===== config.mk =====
export PLATFORM = sky130hd
export DESIGN_NAME = uart_rx
export DESIGN_NICKNAME = d
export VERILOG_FILES = /design/src/rtl/uart_rx.sv
export SDC_FILE = /design/constraint.sdc
export NUM_CORES = 1
export LEC_CHECK = 0
export CORE_MARGIN = 3
export CORE_UTILIZATION = 35
export DETAILED_ROUTE_END_ITERATION = 10
export SYNTH_ARGS = -nofsm -noshare
export SYNTH_HDL_FRONTEND = slang
export SYNTH_SLANG_ARGS = --single-unit

===== constraint.sdc =====
create_clock -name clk -period 6.3 [get_ports clk]
set_input_delay 1.26 -clock clk [delete_from_list [all_inputs] [get_ports clk]]
set_output_delay 1.26 -clock clk [all_outputs]
set_load 0.1 [all_outputs]

===== src/rtl/uart_rx.sv =====
// UART receiver: 2-flop input synchronizer, mid-bit sampling, optional odd/even parity,
// and a single-entry valid/ready output buffer with framing and overrun pulses.
module uart_rx #(
   parameter int CLKS_PER_BIT = 50_000_000 / 115_200,
   parameter int BITS_N       = 8,
   parameter int PARITY_TYPE  = 0
) (
   input  logic              clk,
   input  logic              rst,
   input  logic              uart_in,
   output logic [BITS_N-1:0] data_rx,
   output logic              valid,
   input  logic              ready,
   output logic              parity_err,
   output logic              framing_err,
   output logic              overrun
);

   localparam int CW = $clog2(CLKS_PER_BIT);
   localparam int BW = (BITS_N > 1) ? $clog2(BITS_N) : 1;

   localparam logic [CW-1:0] LAST_CYC = CW'(CLKS_PER_BIT - 1);
   localparam logic [CW-1:0] HALF_CYC = CW'(CLKS_PER_BIT / 2 - 1);
   localparam logic [CW-1:0] CYC_ONE  = CW'(1);
   localparam logic [BW-1:0] LAST_BIT = BW'(BITS_N - 1);
   localparam logic [BW-1:0] BIT_ONE  = BW'(1);

   typedef enum logic [2:0] {
      S_IDLE,
      S_START_BIT,
      S_DATA_BITS,
      S_PARITY_BIT,
      S_STOP_BIT,
      S_WAIT_IDLE
   } state_t;

   state_t            r_state;
   logic              r_sync1;
   logic              r_sync2;
   logic [CW-1:0]     r_cycle_count;
   logic [BW-1:0]     r_bit_n;
   logic [BITS_N-1:0] r_shift;
   logic              r_perr;
   logic              w_bit_end;
   logic              w_par_exp;

   always_comb begin
      w_bit_end = (r_cycle_count == LAST_CYC);
      w_par_exp = (PARITY_TYPE == 1) ? ~^r_shift : ^r_shift;
   end

   always_ff @(posedge clk or negedge rst) begin
      if (!rst) begin
         r_sync1       <= 1'b1;
         r_sync2       <= 1'b1;
         r_state       <= S_IDLE;
         r_cycle_count <= '0;
         r_bit_n       <= '0;
         r_shift       <= '0;
         r_perr        <= 1'b0;
         data_rx       <= '0;
         valid         <= 1'b0;
         parity_err    <= 1'b0;
         framing_err   <= 1'b0;
         overrun       <= 1'b0;
      end else begin
         r_sync1     <= uart_in;
         r_sync2     <= r_sync1;
         framing_err <= 1'b0;
         overrun     <= 1'b0;

         // Consume first; a delivery later in this block overrides it for the simultaneous case.
         if (valid && ready) begin
            valid <= 1'b0;
         end

         case (r_state)
            S_IDLE: begin
               r_cycle_count <= '0;
               if (!r_sync2) begin
                  r_state <= S_START_BIT;
               end
            end

            S_START_BIT: begin
               if (r_cycle_count == HALF_CYC) begin
                  r_cycle_count <= '0;
                  r_bit_n       <= '0;
                  r_perr        <= 1'b0;
                  r_state       <= r_sync2 ? S_IDLE : S_DATA_BITS;
               end else begin
                  r_cycle_count <= r_cycle_count + CYC_ONE;
               end
            end

            S_DATA_BITS: begin
               if (w_bit_end) begin
                  r_cycle_count     <= '0;
                  r_shift[r_bit_n]  <= r_sync2;
                  if (r_bit_n == LAST_BIT) begin
                     r_state <= (PARITY_TYPE != 0) ? S_PARITY_BIT : S_STOP_BIT;
                  end else begin
                     r_bit_n <= r_bit_n + BIT_ONE;
                  end
               end else begin
                  r_cycle_count <= r_cycle_count + CYC_ONE;
               end
            end

            S_PARITY_BIT: begin
               if (w_bit_end) begin
                  r_cycle_count <= '0;
                  r_perr        <= (r_sync2 != w_par_exp);
                  r_state       <= S_STOP_BIT;
               end else begin
                  r_cycle_count <= r_cycle_count + CYC_ONE;
               end
            end

            S_STOP_BIT: begin
               if (w_bit_end) begin
                  r_cycle_count <= '0;
                  if (r_sync2) begin
                     if (!valid || ready) begin
                        data_rx    <= r_shift;
                        parity_err <= r_perr;
                        valid      <= 1'b1;
                     end else begin
                        overrun <= 1'b1;
                     end
                     r_state <= S_IDLE;
                  end else begin
                     framing_err <= 1'b1;
                     r_state     <= S_WAIT_IDLE;
                  end
               end else begin
                  r_cycle_count <= r_cycle_count + CYC_ONE;
               end
            end

            S_WAIT_IDLE: begin
               r_cycle_count <= '0;
               if (r_sync2) begin
                  r_state <= S_IDLE;
               end
            end

            default: r_state <= S_IDLE;
         endcase
      end
   end

endmodule


# After elaboration in Yosys (flattened, before gate mapping)
# Index checks and enable logic that the tools add are counted.
# totals
reg_bits,38
output_inout_bits,12
word_cells,84
# classes
n_eq_ne,17
n_mux,35
n_lt_le_gt_ge,2
n_reduce_logical,16
add_sub_neg,2
# op_table
op,count
$mux 3,11
$pmux 9 s3,1
$mux 9,2
$pmux 3 s6,1
$ne 2x2->1 const B,8
$mux 1,15
$add 9x1->9 const B,1
$eq 3x3->1 const B,3
$eq 9x8->1 const B,1
$eq 9x9->1 const B,1
$bwmux 8,1
$reduce_and 4->1,2
$reduce_xor 8->1,1
$reduce_and 7->1,1
$eq 3x2->1 const B,2
$pmux 3 s2,1
$lt 3x4->1 const B,1
$reduce_bool 2->1,2
$add 3x1->3 const B,1
$demux 1 s3,1
$eq 3x1->1 const B,1
$ge 3x1->1 const B,1
$logic_not 3->1,1
$reduce_and 3->1,1
other kinds (10),11

# Longest topological paths before layout
# Gate-level depths: netlist of run 1.
# logic_depth
word_depth,6
mapped_depth,7

# Least setup slack after synthesis of run 1
# Ideal clock, no wire load.
# synth_path
path_type,in2reg
start,input ready
end,register data_rx[0]
t_arrival_ps,2203
path_slack_ps,3972
stages,3
required_time_ps,6175
setup_time_ps,125
path_cell_list,nor2b_1 -> nor4b_4 -> mux2_2
# synth_via
elab_chain_len,2
# synth_rtl
element,line_no,rtl
"start, declared",13,"input logic ready,"
$logic_or 1x1->1,124,if (!valid || ready) begin
$reduce_and 4->1 (no source line),--,
"end signal, assigned",125,data_rx <= r_shift;
"end, declared",11,"output logic [BITS_N-1:0] data_rx,"
# No other way between the ends.
# A chain may end at the register's enable or synchronous reset.

# Final worst setup path of run 1
# layout_path
start,register data_rx[1]
end,output data_rx[1]
# No word-level cell between the ends.

==> flow_metrics.env, run 1 <==
export IMPL_placementRows=26
export IMPL_drtIter0Drc=55
export IMPL_syn_cell_area_um2=1990
export IMPL_slew_viol_final=0
export IMPL_ir_worst_vdd_mv=0.125
export IMPL_cp_top_family="buffers and inverters"
export IMPL_final_common_cell="dfrtp_1"
export IMPL_post_route_min_period_ns=3.06
export IMPL_tightestPinTransition_ns=0.978
export IMPL_syn2layout_area_growth_pct=13.1
export IMPL_portBuffers=15
export IMPL_num_antenna_cells=0
export IMPL_clkLatencyLatePin_ns=0.30
export IMPL_root_buffer="clkbuf_8"
export IMPL_cap_violations=0
export IMPL_core_um2=5300
export IMPL_cts_buffers=5
export IMPL_ys_async_sr_fraction_pct=100
export IMPL_finalWeightedCongestion=0.830
export IMPL_antenna_left=0
export IMPL_synth_seq_cells=38
export IMPL_fp_dieH_um=81.4
export IMPL_clkSlewWorstSetupHoldPaths_ns=0.08
export IMPL_rr_startpoint="r_cycle_count[1]$_DFFE_PN0P_"
export IMPL_r2r_slack_ns=3.95
export IMPL_yosys_area_top_type_share_pct=45.3
export IMPL_cts_htree_levels=2
export IMPL_arrival_ns=1.80
export IMPL_power_share_combinational_pct=1.6
export IMPL_syn_area_per_cell_um2=12.2
export IMPL_min_from="r_sync1$_DFF_PN1_"
export IMPL_cts_setup_buffers=0
export IMPL_post_route_period_util_pct=48.5
export IMPL_drt_pass1_iterations=4
export IMPL_cts_buffer_depth=2
export IMPL_drive_above_1_share_pct=27.5
export IMPL_cts_tree="done"
export IMPL_yosys_area_top_type="dfrtp_1"
export IMPL_grt_start_max_net_pins=39
export IMPL_fmax_mhz=327
export IMPL_placedCellCount=240
export IMPL_intPower_w=0.000335
export IMPL_routedWlPerCell_um=14.2
export IMPL_cts_sinks=38
export IMPL_synth_edff_count=0
export IMPL_finalSetupViolCount=0
export IMPL_vias_per_cell=5.07
export IMPL_final_cells=248
export IMPL_hpwl_mm=2.60
export IMPL_synth_ff_type="dfrtp_1"
export IMPL_rsz0062_at_grt="no"
export IMPL_r2r_end="r_cycle_count[3]$_DFFE_PN0P_"
export IMPL_critical_path_max_fanout=2
export IMPL_grt_usage_pct=12.7
export IMPL_crit_cells=1
export IMPL_p_switching_w=0.0000942
export IMPL_crit_path_start="data_rx[1]$_DFFE_PN0P_"
export IMPL_synth_nets=172
export IMPL_yosysSeqAreaShare_pct=47.9
export IMPL_hold_class="reg -> reg"
export IMPL_cp_required_ns=5.04
export IMPL_vias=1257
export IMPL_final_hold_viol_count=0
export IMPL_crit_chain="clkdlybuf4s50_1"
export IMPL_skew_ns=0.00847
export IMPL_cp_num_buf_inv=1
export IMPL_wl_mm=3.51
export IMPL_max_slew_margin_rel_pct=34.6
export IMPL_ios=16
export IMPL_grt_overflow=0
export IMPL_nets=186
export IMPL_fp_dieW_um=81.4
export IMPL_swShare_pct=22.0
export IMPL_synthDistinctLibCells=49
export IMPL_grt_pass1_wl_mm=6.44
export IMPL_antenna_found_initial=0
export IMPL_layout_common_cells="dfrtp_1 (36), mux2_2 (19), clkdlybuf4s50_1 (14)"
export IMPL_start_util_pct=37.5
export IMPL_fin_tns_setup_ns=0
export IMPL_power_frac_seq_pct=57.5
export IMPL_die_area_um2=6620
export IMPL_p_per_area_nw_per_um2=191
export IMPL_cts_repair_resized=0
export IMPL_ys_warn_count=0
export IMPL_drc=0
export IMPL_hold_buffers=0
export IMPL_power_frac_clock_pct=40.9
export IMPL_synthTopCellsByArea="dfrtp_1 (45%), mux2_2 (11%), xnor2_1 (3.5%)"
export IMPL_max_stage_delay_ns=1.14
export IMPL_crit_end="data_rx[1]"
export IMPL_reg2regPathDepth=7
export IMPL_endpoint_kind="output port"
export IMPL_outcome="finished clean"
export IMPL_cp_slowest_cell="clkdlybuf4s50_1"
export IMPL_criticalPathCategory="reg -> out"
export IMPL_crit_path_start_kind="register"
export IMPL_synthCells=163
export IMPL_first_global_vias=1344
export IMPL_p_leak_nw=0.996
==> cells in the mapped netlist (all sizes together), types with 2 or more instances <==
cell,count
a22o,2
and4bb,2
mux2,22
nand4,3
xor2,5
or2b,2
buf,5
clkbuf,3
nor4b,3
and2,4
dfstp,2
nand3b,4
and3,3
nor3b,2
nand2,6
a21o,3
nand3,3
xnor2,8
dfrtp,36
nor3,4
ha,5
nor2,11
o21ai,7
inv,3
==> cell families (layout without fill, tap and decap cells) <==
family / after synthesis / after routing / synth area share [%]
xor+xnor: 13 / 13 / 5.72
buf+inv: 11 / 26 / 3.90
fa+ha+maj: 5 / 5 / 3.14
mux: 22 / 22 / 13.0
flops: 38 / 38 / 47.9
simple gates: 55 / 55 / 19.6
compound gates: 19 / 19 / 6.67
==> worst min path at each step <==
stage                                    to  slack (ns)  depth (start not counted)
after detailed placement  r_sync2$_DFF_PN1_        0.35                          0
after global routing      r_sync2$_DFF_PN1_        0.37                          0
final                     r_sync2$_DFF_PN1_        0.36                          0
after CTS                 r_sync2$_DFF_PN1_        0.36                          0
after floorplan           r_sync2$_DFF_PN1_        0.35                          0
after global placement    r_sync2$_DFF_PN1_        0.35                          0
==> stage by stage <==
step | instance area [um2] | utilization, % | hold slack, ns | total power (W) | setup slack, ns
global placement | 2160 | 40.7 | 0.348 | 0.000259 | 3.39
finish | 2250 | 42.4 | 0.358 | 0.000429 | 3.24
detailed placement | 2160 | 40.7 | 0.348 | 0.000259 | 3.35
floorplan | 1990 | - | 0.345 | 0.000253 | 3.97
global route | 2250 | 42.4 | 0.369 | 0.000447 | 3.20
CTS | 2250 | 42.4 | 0.360 | 0.000435 | 3.23
==> power groups by stage <==
| stage | clock (W) | sequential, W | combinational, W |
|---|---|---|---|
| 5_1_grt | 0.000192 | 0.000247 | 0.00000837 |
| 4_1_cts | 0.000181 | 0.000247 | 0.00000762 |
| 3_5_place_dp | 0 | 0.000251 | 0.00000762 |
| 3_3_place_gp | 0 | 0.000251 | 0.00000737 |
| 2_1_floorplan | 0 | 0.000250 | 0.00000306 |
| 6_report | 0.000176 | 0.000247 | 0.00000706 |
==> routing by layer <==
metal  vias up  GRT usage (%)  wire [um]
met2        18           20.6       1710
met5         -              0          0
li1        611              -          -
met3         7           3.66        109
met4         0           5.07         61
met1       621           15.8       1630
==> flip-flops by register name, indices dropped and copies added, names as in the netlist <==
| name | cells |
|---|---|
| data_rx | 8 |
| framing_err | 1 |
| overrun | 1 |
| parity_err | 1 |
| r_bit_n | 3 |
| r_cycle_count | 9 |
| r_perr | 1 |
| r_shift | 8 |
| r_state | 3 |
| r_sync1 | 1 |
| r_sync2 | 1 |
| valid | 1 |
==> final cells by class <==
type                    instances  area, um2
well taps                      70       87.6
flip-flops and latches         38        953
inverters                       3       11.3
clock buffers                   6       82.6
repair buffers                 15        145
fillers                       487       3050
multi-input cells             114        958
clock inverters                 2       12.5
Note: power is estimated with default switching activity, not from simulation.
==> inputs of run 2 (changes only) <==
clock period = 3 ns   (was 6.3 ns; I/O delays follow)
==> run 2 against run 1 <==
Sequential share of layout area rose by 0.43 points. Sequential power rose by 110%. Routed wire length rose by 1.0%. Clock power rose by 110%. Die area did not move. Flip-flop and latch count did not move. First-iteration DRC count rose by 45%. Register-to-register slack got worse by 3.3 ns.
==> flow_metrics.env, run 2 (synthesis results as in run 1) <==
export IMPL_grt_usage_pct=12.3
export IMPL_cts_buffers=5
export IMPL_cts_repair_resized=0
export IMPL_r2r_slack_ns=0.64
export IMPL_largestRegisters="r_cycle_count (9), data_rx (8), r_shift (8)"
export IMPL_critical_path_max_fanout=9
export IMPL_power_frac_seq_pct=57.8
export IMPL_cts_htree_levels=2
export IMPL_start_util_pct=37.5
export IMPL_cts_sinks=38
export IMPL_antenna_found_initial=0
export IMPL_fin_util_pct=42.0
export IMPL_wl_mm=3.55
export IMPL_drt_pass1_iterations=4
export IMPL_hold_buffers=0
export IMPL_finalWeightedCongestion=0.795
export IMPL_cts_setup_buffers=0
export IMPL_grt_start_max_net_pins=39
export IMPL_criticalPathCategory="reg -> reg"
export IMPL_fp_dieW_um=81.4
export IMPL_cp_num_buf_inv=1
export IMPL_placementRows=26
export IMPL_multi_input_area_um2=958
export IMPL_hold_class="reg -> reg"
export IMPL_fp_dieH_um=81.4
export IMPL_gr_usage_met2_pct=19.1
export IMPL_max_slew_margin_rel_pct=45.7
export IMPL_busiest_layer="met2"
export IMPL_grt_overflow=0
export IMPL_crit_chain="inv_1 > ha_1 > and4bb_4 > nand3_4 > nor4_1 > nand3b_1 > mux2_2"
export IMPL_portBuffers=15
export IMPL_clkSlewWorstSetupHoldPaths_ns=0.07
export IMPL_finalSetupViolCount=0
export IMPL_grt_use_met1_pct=16.6
export IMPL_antenna_left=0
export IMPL_max_stage_delay_ns=0.70
export IMPL_nets=187
export IMPL_arrival_ns=2.53
export IMPL_intPower_w=0.000704
export IMPL_clkLatencyLatePin_ns=0.29
export IMPL_final_common_cell="dfrtp_1"
export IMPL_cp_top_family="simple AND/OR/NAND/NOR gates"
export IMPL_final_hold_viol_count=0
export IMPL_num_antenna_cells=0
export IMPL_ir_worst_vdd_mv=0.176
export IMPL_fmax_mhz=424
export IMPL_power_frac_clock_pct=40.6
export IMPL_p_leak_nw=1.03
export IMPL_drive_above_1_share_pct=34.6
export IMPL_die_area_um2=6620
export IMPL_drc=0
export IMPL_drtIter0Drc=80
export IMPL_skew_ns=0.00359
export IMPL_swShare_pct=21.5
export IMPL_vias_per_cell=4.98
export IMPL_layout_common_cells="dfrtp_1 (36), mux2_2 (19), buf_4 (13)"
export IMPL_regArea_um2=953
export IMPL_hpwl_mm=2.54
export IMPL_first_global_vias=1312
export IMPL_slew_viol_final=0
export IMPL_core_um2=5300
export IMPL_rsz0062_at_grt="no"
export IMPL_cp_required_ns=3.17
export IMPL_cts_buffer_depth=2
export IMPL_ios=16
export IMPL_fill_cells=500
export IMPL_setup_slack_ns=0.641
export IMPL_cp_slowest_cell="nor4_1"
export IMPL_outcome="finished clean"
export IMPL_routedWlPerCell_um=14.3
export IMPL_vias=1241
export IMPL_tightestPinTransition_ns=0.808
export IMPL_fin_tns_setup_ns=0
export IMPL_regMostFlops="r_cycle_count"
export IMPL_pre_cts_slack_ns=0.685
export IMPL_power_share_combinational_pct=1.7
export IMPL_endpoint_kind="register"
export IMPL_root_buffer="clkbuf_8"
export IMPL_p_per_area_nw_per_um2=402
export IMPL_largest_reg_flops=9
export IMPL_post_route_min_period_ns=2.36
export IMPL_cap_violations=0
export IMPL_syn2layout_area_growth_pct=12.0
export IMPL_cts_tree="done"
export IMPL_p_switching_w=0.000193
export IMPL_crit_path_start_kind="register"
export IMPL_grt_pass1_wl_mm=6.31
export IMPL_post_route_period_util_pct=78.6
export IMPL_use_met3_pct=3.10
## run 2: metrics by stage
stage	cell area (um2)	total power, W	hold WS (ns)	instances
after global placement	2130	0.000544	0.350	241
final	2230	0.000897	0.362	249
after CTS	2230	0.000907	0.365	249
after detailed placement	2130	0.000544	0.347	241
after global routing	2230	0.000937	0.366	249
after floorplan	1990	0.000531	0.304	163
## run 2: final timing paths
| path | start | end | cells past startpoint |
|---|---|---|---|
| worst max-delay path | r_cycle_count[1]$_DFFE_PN0P_ | r_shift[4]$_DFFE_PN0P_ | 7 |
| max in group asynchronous | rst | r_cycle_count[1]$_DFFE_PN0P_ | 1 |
| worst min register to register | r_sync1$_DFF_PN1_ | r_sync2$_DFF_PN1_ | 0 |
| min in group asynchronous | rst | data_rx[4]$_DFFE_PN0P_ | 1 |
| worst min-delay path | r_sync1$_DFF_PN1_ | r_sync2$_DFF_PN1_ | 0 |
| worst max register to register | r_cycle_count[1]$_DFFE_PN0P_ | r_shift[4]$_DFFE_PN0P_ | 7 |
## run 2: layer usage
| metal | vias to the layer above | share of wire (%) |
|---|---|---|
| li1 | 612 | - |
| met2 | 19 | 49 |
| met3 | 4 | 2.5 |
| met1 | 606 | 47 |
| met4 | 0 | 1.1 |
| met5 | - | 0 |
## run 2: power groups by stage
stage / clock network [W] / registers [W] / logic (W)
2_1_floorplan: 0 / 0.000525 / 0.00000642
3_5_place_dp: 0 / 0.000528 / 0.0000163
5_1_grt: 0.000400 / 0.000519 / 0.0000181
4_1_cts: 0.000373 / 0.000518 / 0.0000160
6_report: 0.000364 / 0.000518 / 0.0000148
3_3_place_gp: 0 / 0.000528 / 0.0000156
## run 2: area by class of cell
| type | count | area share, % |
|---|---|---|
| inverter | 3 | 0.505 |
| sequential | 38 | 42.8 |
| timing repair buffer | 16 | 5.50 |
| clock inverter | 2 | 0.561 |
| clock buffer | 6 | 3.71 |
| multi-input combinational | 114 | 43.0 |
| tap | 70 | 3.93 |
